$ cat src/rtl/trivium_pkg.sv
// Shared constants, state encoding and tap positions for the Trivium stream engine.
// Tap constants use the 1-based Trivium numbering; the packed state holds s[i] at bit i-1.
package trivium_pkg;

    localparam int unsigned KEY_BITS   = 80;
    localparam int unsigned IV_BITS    = 80;
    localparam int unsigned STATE_BITS = 288;
    localparam int unsigned LOAD_BITS  = KEY_BITS + IV_BITS;

    typedef enum logic [1:0] {
        ST_IDLE = 2'd0,
        ST_LOAD = 2'd1,
        ST_WARM = 2'd2,
        ST_RUN  = 2'd3
    } state_t;

    localparam int unsigned SIGN_LOADED  = 0;
    localparam int unsigned SIGN_WARM    = 1;
    localparam int unsigned SIGN_RUN     = 2;
    localparam int unsigned SIGN_OVERRUN = 3;

    localparam int unsigned T1_A     = 66;
    localparam int unsigned T1_B     = 93;
    localparam int unsigned T1_AND_A = 91;
    localparam int unsigned T1_AND_B = 92;
    localparam int unsigned T1_C     = 171;

    localparam int unsigned T2_A     = 162;
    localparam int unsigned T2_B     = 177;
    localparam int unsigned T2_AND_A = 175;
    localparam int unsigned T2_AND_B = 176;
    localparam int unsigned T2_C     = 264;

    localparam int unsigned T3_A     = 243;
    localparam int unsigned T3_B     = 288;
    localparam int unsigned T3_AND_A = 286;
    localparam int unsigned T3_AND_B = 287;
    localparam int unsigned T3_C     = 69;

    // Injection points of the three feedback bits after each shift.
    localparam int unsigned INJ_T3  = 1;
    localparam int unsigned INJ_T1  = 94;
    localparam int unsigned INJ_T2  = 178;

    localparam int unsigned IV_BASE = 94;
    localparam int unsigned ONES_LO = 286;

    // Fresh session state: all zero except s286..s288, with the first key bit in s1.
    function automatic logic [STATE_BITS-1:0] load_seed(input logic first_bit);
        logic [STATE_BITS-1:0] s;
        s = '0;
        s[ONES_LO-1 +: 3] = '1;
        s[0] = first_bit;
        return s;
    endfunction

endpackage

$ cat src/rtl/trivium_step.sv
// Combinational N-step Trivium update: next state after N clocks of the cipher
// plus the N keystream bits produced on the way, first bit at the MSB.
module trivium_step
    import trivium_pkg::*;
#(
    parameter int unsigned N = 8
) (
    input  logic [STATE_BITS-1:0] state_in,
    output logic [STATE_BITS-1:0] state_out,
    output logic [N-1:0]          ks
);

    always_comb begin
        logic [STATE_BITS-1:0] s;
        logic t1;
        logic t2;
        logic t3;
        s  = state_in;
        t1 = 1'b0;
        t2 = 1'b0;
        t3 = 1'b0;
        ks = '0;
        for (int unsigned i = 0; i < N; i++) begin
            t1 = s[T1_A-1] ^ s[T1_B-1];
            t2 = s[T2_A-1] ^ s[T2_B-1];
            t3 = s[T3_A-1] ^ s[T3_B-1];
            ks[N-1-i] = t1 ^ t2 ^ t3;
            t1 = t1 ^ (s[T1_AND_A-1] & s[T1_AND_B-1]) ^ s[T1_C-1];
            t2 = t2 ^ (s[T2_AND_A-1] & s[T2_AND_B-1]) ^ s[T2_C-1];
            t3 = t3 ^ (s[T3_AND_A-1] & s[T3_AND_B-1]) ^ s[T3_C-1];
            // One shift across all three registers, then overwrite each register head.
            s = {s[STATE_BITS-2:0], 1'b0};
            s[INJ_T3-1] = t3;
            s[INJ_T1-1] = t1;
            s[INJ_T2-1] = t2;
        end
        state_out = s;
    end

endmodule

$ cat src/rtl/trivium_stream_xor.sv
// Trivium stream engine: serial key/IV load, warm-up, then DATA_W-bit XOR per
// accepted word with a single-entry output register and sticky overrun status.
module trivium_stream_xor
    import trivium_pkg::*;
#(
    parameter int unsigned DATA_W      = 8,
    parameter int unsigned WARM_ROUNDS = 4
) (
    input  logic              CLK,
    input  logic              RST,
    input  logic              KEY,
    input  logic              STB_KEY,
    input  logic [DATA_W-1:0] DATA,
    input  logic              STB_DATA,
    input  logic              READ,
    output logic [DATA_W-1:0] DATA_OUT,
    output logic              STB_READ,
    output logic              READY,
    output logic [7:0]        SIGN_REG
);

    localparam int unsigned WARM_CYCLES = WARM_ROUNDS * STATE_BITS / DATA_W;
    localparam int unsigned WCNT_W      = $clog2(WARM_CYCLES + 1);
    localparam int unsigned BCNT_W      = $clog2(LOAD_BITS);

    state_t                  state_q;
    state_t                  state_d;
    logic [BCNT_W-1:0]       bit_cnt_q;
    logic [WCNT_W-1:0]       warm_cnt_q;
    logic [STATE_BITS-1:0]   st_q;
    logic [STATE_BITS-1:0]   st_step;
    logic [DATA_W-1:0]       ks;
    logic [DATA_W-1:0]       data_out_q;
    logic                    stb_read_q;
    logic                    loaded_q;
    logic                    overrun_q;

    logic                    rekey;
    logic                    key_shift;
    logic                    last_bit;
    logic                    warm_done;
    logic                    accept;
    logic                    drop;
    logic [8:0]              wr_idx;

    trivium_step #(.N(DATA_W)) u_step (
        .state_in  (st_q),
        .state_out (st_step),
        .ks        (ks)
    );

    assign READY = (state_q == ST_RUN) && (!stb_read_q || READ);

    always_comb begin
        rekey     = STB_KEY && (state_q != ST_LOAD);
        key_shift = STB_KEY && (state_q == ST_LOAD);
        last_bit  = key_shift && (bit_cnt_q == BCNT_W'(LOAD_BITS - 1));
        warm_done = (state_q == ST_WARM) && (warm_cnt_q == WCNT_W'(WARM_CYCLES - 1));
        // A key strobe always wins over a coincident data word.
        accept    = STB_DATA && READY && !STB_KEY;
        drop      = STB_DATA && !READY && !STB_KEY;
        if (bit_cnt_q < BCNT_W'(KEY_BITS)) begin
            wr_idx = 9'(bit_cnt_q);
        end else begin
            wr_idx = 9'(bit_cnt_q) + 9'(IV_BASE - 1 - KEY_BITS);
        end
    end

    always_comb begin
        state_d = state_q;
        case (state_q)
            ST_IDLE: if (STB_KEY) state_d = ST_LOAD;
            ST_LOAD: if (last_bit) state_d = ST_WARM;
            ST_WARM: begin
                if (STB_KEY) begin
                    state_d = ST_LOAD;
                end else if (warm_done) begin
                    state_d = ST_RUN;
                end
            end
            ST_RUN:  if (STB_KEY) state_d = ST_LOAD;
            default: state_d = ST_IDLE;
        endcase
    end

    always_ff @(posedge CLK or negedge RST) begin
        if (!RST) begin
            state_q <= ST_IDLE;
        end else begin
            state_q <= state_d;
        end
    end

    always_ff @(posedge CLK or negedge RST) begin
        if (!RST) begin
            st_q       <= '0;
            bit_cnt_q  <= '0;
            warm_cnt_q <= '0;
            loaded_q   <= 1'b0;
        end else if (rekey) begin
            st_q      <= load_seed(KEY);
            bit_cnt_q <= BCNT_W'(1);
            loaded_q  <= 1'b0;
        end else if (key_shift) begin
            st_q[wr_idx] <= KEY;
            bit_cnt_q    <= bit_cnt_q + BCNT_W'(1);
            if (last_bit) begin
                loaded_q   <= 1'b1;
                warm_cnt_q <= '0;
            end
        end else if (state_q == ST_WARM) begin
            st_q       <= st_step;
            warm_cnt_q <= warm_cnt_q + WCNT_W'(1);
        end else if (accept) begin
            st_q <= st_step;
        end
    end

    always_ff @(posedge CLK or negedge RST) begin
        if (!RST) begin
            overrun_q <= 1'b0;
        end else if (rekey) begin
            overrun_q <= 1'b0;
        end else if (drop) begin
            overrun_q <= 1'b1;
        end
    end

    // The output slot survives a rekey; only READ or a new word changes it.
    always_ff @(posedge CLK or negedge RST) begin
        if (!RST) begin
            data_out_q <= '0;
            stb_read_q <= 1'b0;
        end else if (accept) begin
            data_out_q <= DATA ^ ks;
            stb_read_q <= 1'b1;
        end else if (READ) begin
            stb_read_q <= 1'b0;
        end
    end

    assign DATA_OUT = data_out_q;
    assign STB_READ = stb_read_q;

    always_comb begin
        SIGN_REG               = '0;
        SIGN_REG[SIGN_LOADED]  = loaded_q;
        SIGN_REG[SIGN_WARM]    = (state_q == ST_WARM);
        SIGN_REG[SIGN_RUN]     = (state_q == ST_RUN);
        SIGN_REG[SIGN_OVERRUN] = overrun_q;
    end

endmodule

$ cat config.mk
export PLATFORM = sky130hd
export DESIGN_NAME = trivium_stream_xor
export DESIGN_NICKNAME = d
export VERILOG_FILES = /design/src/rtl/trivium_pkg.sv /design/src/rtl/trivium_step.sv /design/src/rtl/trivium_stream_xor.sv
export SDC_FILE = /design/constraint.sdc
export NUM_CORES = 1
export LEC_CHECK = 0
export CORE_ASPECT_RATIO = 0.6
export CORE_UTILIZATION = 55
export DETAILED_ROUTE_END_ITERATION = 8
export PLACE_DENSITY = 0.68
export SLEW_MARGIN = 20
export SYNTH_ARGS = -nofsm -noshare
export SYNTH_HDL_FRONTEND = slang
export SYNTH_HIERARCHICAL = 1
export SYNTH_SLANG_ARGS = --single-unit
export TNS_END_PERCENT = 10
$ cat constraint.sdc
create_clock -name CLK -period 4.45 [get_ports CLK]
set_clock_uncertainty 0.15 [all_clocks]
set_input_delay 0.89 -clock CLK [delete_from_list [all_inputs] [get_ports CLK]]
set_output_delay 0.89 -clock CLK [all_outputs]
set_load 0.05 [all_outputs]
## Yosys cells after proc, flatten, opt, wreduce, memory -nomap -nowiden

Index checks and enable logic that the tools add are counted.

| cells by class | value |
|---|---|
| muxes and demuxes | 25 |
| reductions and logical operators | 25 |
| bitwise gates (word level) | 114 |
| order comparisons | 3 |
| eq/ne operators | 10 |
| add/sub/neg operators | 3 |

Operator list:

| operator | number |
|---|---|
| 288-bit two-way mux | 4 |
| 288-bit bitwise mux | 1 |
| 1-bit bitwise XOR | 88 |
| 8-bit two-way mux | 5 |
| 1-bit AND | 24 |
| 8-bit by 1-bit adder with 8-bit output (second input constant) | 2 |
| 8-bit == test (second input constant) | 2 |
| 1-bit logical AND | 10 |
| 9-bit by 10-bit less-than comparator with 1-bit output (second input constant) | 1 |
| 2-bit nonzero test | 5 |
| 8-bit by 4-bit adder with 9-bit output (second input constant) | 1 |
| 1-bit demux with 9-bit select | 1 |
| 9-bit by 1-bit greater-or-equal comparator with 1-bit output (second input constant) | 1 |
| 9-bit two-way mux | 1 |
| 8-bit by 7-bit less-than comparator with 1-bit output (second input constant) | 1 |
| 1-bit two-way mux | 8 |
| 2-bit two-way mux | 4 |
| 8-bit bitwise XOR | 1 |
| 2-bit by 1-bit inequality test with 1-bit output (second input constant) | 3 |
| 2-bit case mux with 3 select lines | 1 |
| 3-bit AND reduction | 2 |
| 2-bit == test (second input constant) | 2 |
| 4-bit nonzero test | 1 |
| 1-bit zero test | 3 |
| 8 further kinds | 8 |

| word-level totals | value |
|---|---|
| word-level logic and storage cells | 188 |
| bits of input ports | 14 |
| output and inout bits | 18 |
| register bits | 317 |

## Longest topological paths before layout

| logic depth | value |
|---|---|
| depth after elaboration | 9 |
| depth in mapped cells | 10 |
| mapped depth without buffers | 8 |

## By module

The synthesis kept the hierarchy.

By module, submodules not included:

| module | sequential area each (um2) | cells each | area each (um2) | instances |
|---|---|---|---|---|
| trivium_stream_xor | 7932.6 | 1966 | 17107.7 | 1 |
| trivium_step | 0.0 | 344 | 3126.7 | 1 |

## Worst setup path before layout

No wires, ideal clock.

| path | value |
|---|---|
| kind | input to register |
| start | input port READ |
| end | register st_q[84] |
| arrival time | 2.439 ns |
| library setup time | 0.129 ns |
| stages on the path | 8 |
| buffers on the path | 3 |
| path slack | 1.732 ns |
| cell sequence | nand2b_1 a311oi_1 buf_2 nor2_1 buf_2 buf_1 a311oi_1 a21oi_1 |

| on the way | value |
|---|---|
| longest elaborated chain between the ends | 5 |

RTL lines:

| element | line | text |
|---|---|---|
| start: declaration | trivium_stream_xor.sv:15 | `input logic READ,` |
| 1-bit logical OR | trivium_stream_xor.sv:52 | `assign READY = (state_q == ST_RUN) && (!stb_read_q \|\| READ);` |
| 1-bit logical AND | trivium_stream_xor.sv:52 |  |
| 1-bit logical AND (2 in a row) | trivium_stream_xor.sv:60 | `accept = STB_DATA && READY && !STB_KEY;` |
| 4-bit nonzero test (no source line) | n/a |  |
| end signal: assignment | trivium_stream_xor.sv:101 | `st_q <= load_seed(KEY);` |
| end signal: assignment | trivium_stream_xor.sv:112 | `st_q <= st_step;` |
| end signal: assignment | trivium_stream_xor.sv:115 | `st_q <= st_step;` |
| end: declaration | trivium_stream_xor.sv:30 | `logic [STATE_BITS-1:0] st_q;` |

No other way between the ends.
A chain may end at the register's enable or synchronous reset.

## Worst setup path after layout

| path | value |
|---|---|
| start | register bit_cnt_q[0] |
| end | register st_q[199] |

| on the way | value |
|---|---|
| longest elaborated chain between the ends | 9 |

RTL lines:

| element | line | text |
|---|---|---|
| start: declaration | trivium_stream_xor.sv:28 | `logic [BCNT_W-1:0] bit_cnt_q;` |
| start signal: assignment | trivium_stream_xor.sv:106 | `bit_cnt_q <= bit_cnt_q + BCNT_W'(1);` |
| 8-bit by 4-bit adder with 9-bit output or 8-bit by 7-bit less-than comparator with 1-bit output (tied branches) | trivium_stream_xor.sv:65, trivium_stream_xor.sv:62 |  |
| 9-bit two-way mux * | trivium_stream_xor.sv:62 | `if (bit_cnt_q < BCNT_W'(KEY_BITS)) begin` |
| 9-bit by 10-bit less-than comparator with 1-bit output (not written as such) or 9-bit by 1-bit greater-or-equal comparator with 1-bit output (tied branches) | trivium_stream_xor.sv:105 | `st_q[wr_idx] <= KEY;` |
| 1-bit logical AND (not written as such) | trivium_stream_xor.sv:105 |  |
| 1-bit two-way mux (not written as such) | trivium_stream_xor.sv:105 |  |
| 1-bit demux with 9-bit select * | trivium_stream_xor.sv:105 |  |
| 288-bit bitwise mux * | trivium_stream_xor.sv:105 |  |
| 288-bit two-way mux * | trivium_stream_xor.sv:104 | `end else if (key_shift) begin` |
| 288-bit two-way mux * | trivium_stream_xor.sv:100 | `end else if (rekey) begin` |

Mark *: on every way between the ends. The rest lies on a longest branch, timed or not.

==> results_dict.tcl <==
set metrics [dict create \
    drc 0 \
    syn-cell-area_sq_um 20200 \
    r2r_setup_slack_ns 0.76 \
    cp_max_fo 21 \
    dr.pass1.iters 5 \
    final_nets 2006 \
    ioPinCount 32 \
    postCtsSetupBuffers 0 \
    r2r-start "bit_cnt_q[0]" \
    required_ns 4.81 \
    synth.area.mux_share 0.0328 \
    synth-warning-count 6 \
    synthXorXnorAreaFrac 0.0595 \
    drive_gt1_frac 0.0875 \
    grt_max_degree 98 \
    synth-simple-area-share 0.129 \
    postCtsHoldBufs 0 \
    antenna_found_initial 2 \
    drtIter0Drc 2235 \
    via_per_inst 6.66 \
    hold_ws_ns 0.132 \
    finalSetupViolations 0 \
    max_freq_mhz 271 \
    wire_per_inst_um 26.8 \
    clock_latency_ns 0.64 \
    syn_to_final_growth_pct -0.897 \
    dieWidth_um 250 \
    rsz0062_at_grt "false" \
    slew_headroom 0.214 \
    vias 16500 \
    synth_compound_area_frac 0.231 \
    slew_viol_final 0 \
    totalNegativeSetupSlack_ns 0 \
    hold_viol 0 \
    synth.avg_cell_area_sq_um 8.76 \
    ir_worst_vdd_uv 360 \
    initial_utilization 0.568 \
    p_leak_uw 0.00837 \
    cts_buffer_depth 3 \
    numClockSinks 317 \
    dp_hpwl_um 43600 \
    clock-root-buffer "clkbuf_16" \
    fin_crit_sh 0.828 \
    critPathCaptureType "flop" \
    core_sq_um 35600 \
    first_global_vias 15400 \
    crit_path_end "st_q[199]" \
    synth_cell_type_count 83 \
    cts_resized 0 \
    antenna_cells 0 \
    grt_usage 0.354 \
    fillCellCount 3168 \
    worst-setup-path-type "reg -> reg" \
    rr_worst_depth 8 \
    period_needed_ns 3.69 \
    hold_path_class "in -> async" \
    synthFlopType "dfrtp_1" \
    ys_seq_area_frac 0.392 \
    layout_commonest_cell "dfrtp_1" \
    arrival_ns 4.04 \
    tightestPinTransition_ns 1.17 \
    path_clk_slew_ns 0.07 \
    powerDensity_nw_per_um2 792 \
    io_buffers 27 \
    setup.worst_path.start "bit_cnt_q[0]" \
    drtAntennaViolNets 0 \
    synth-adder-area-share 0.00309 \
    dieArea_sq_um 37600 \
    layout_common_cells "dfrtp_1 (317), nand2_1 (283), a21oi_1 (257)" \
    synth_top_family_by_area "compound AO/OA/AOI/OAI gates" \
    grt_pass1_wl_um 99700 \
    r2r-end "st_q[199]" \
    grt_overflow 0 \
    htreeDepth 1 \
    crit_path_start_kind "flop" \
    finalNonFillerCells 2479 \
    cts_tree "built" \
    place_congestion 1.01 \
    fp.dieH_um 151 \
    wl_um 66300 \
    ys_ff_latch 317 \
    drv_cap 0 \
    async_flop_share 1.00 \
    row_count 53 \
    status "finished clean" \
    place_inst 2421 \
    syn_inst 2310 \
    synth_edf_count 0 \
    cts_made_buffers 31 \
]
-- worst min path at each step --
stage | endpoint | depth (start not counted) | from | slack (ns)
5_1_grt | warm_cnt_q[4] | 1 | RST | 0.21
6_report | warm_cnt_q[4] | 1 | RST | 0.13
3_3_place_gp | st_q[272] | 2 | st_q[272] | 0.30
4_1_cts | warm_cnt_q[4] | 1 | RST | 0.20
2_1_floorplan | st_q[272] | 2 | st_q[272] | 0.29
3_5_place_dp | st_q[276] | 2 | st_q[276] | 0.31
-- cell usage after synthesis (all sizes together) (24+ instances only) --
library cell	number	share of area
dfrtp	317	0.39
xnor2	37	0.020
inv	78	0.014
nand2	284	0.053
o32a	52	0.026
mux2i	64	0.032
clkbuf	108	0.020
nor2	123	0.024
o21ai	213	0.053
a211oi	125	0.047
xor3	24	0.028
buf	336	0.12
nand3	32	0.0082
nor2b	55	0.017
a21oi	258	0.064
-- flip-flops by register name, indices dropped and copies added, names as in the netlist --
register    count
state_q         2
STB_READ        1
loaded_q        1
bit_cnt_q       8
warm_cnt_q      8
DATA_OUT        8
st_q          288
overrun_q       1
-- kinds of logic after synthesis --
logic type      Yosys count
other cells               1
flops                   317
simple gates            576
buf+inv                 522
compound gates          750
mux                      66
fa+ha+maj                 5
xor+xnor                 73
-- cell type report --
| cell class | count | area [sq um] | area share |
|---|---|---|---|
| repair buffers | 85 | 806 | 0.0402 |
| clock inverters | 17 | 268 | 0.0134 |
| well taps | 467 | 584 | 0.0291 |
| clock buffers | 41 | 893 | 0.0445 |
| flip-flops and latches | 317 | 7930 | 0.396 |
| inverters | 78 | 298 | 0.0148 |
| multi-input cells | 1474 | 9270 | 0.462 |
-- per-layer routing --
| metal | track usage | vias to the layer above | wire (um) |
|---|---|---|---|
| met5 | 0 | - | 23 |
| met2 | 0.465 | 1108 | 25400 |
| met4 | 0.106 | 4 | 2040 |
| li1 | - | 7142 | - |
| met3 | 0.159 | 138 | 11000 |
| met1 | 0.513 | 8125 | 27900 |
-- report_power, final --
group          switching (uW)  internal (uW)  leakage, uW
Clock                    1290           1770     0.000573
Sequential               1290           4230      0.00388
Combinational            4140           3170      0.00391
-- metrics by stage --
step	util	instance area, sq um	worst slack, ns	total power [uW]
6_report	0.563	20100	0.764	15900
5_1_grt	0.563	20100	0.622	16500
4_1_cts	0.563	20100	0.869	15600
3_5_place_dp	0.530	18900	0.471	12500
3_3_place_gp	0.530	18900	0.371	12300
2_1_floorplan	-	20200	1.73	11700
-- critical path, stage by stage, from the launching register on --
cell and delay, ns:
dfrtp_1 0.60, ha_1 0.68, nor2b_1 0.21, a21oi_1 0.08, o32a_1 0.53, nor2_1 0.71
buf_4 0.32, a21oi_1 0.08, o32a_1 0.21
(Power assumes the default switching activity.)
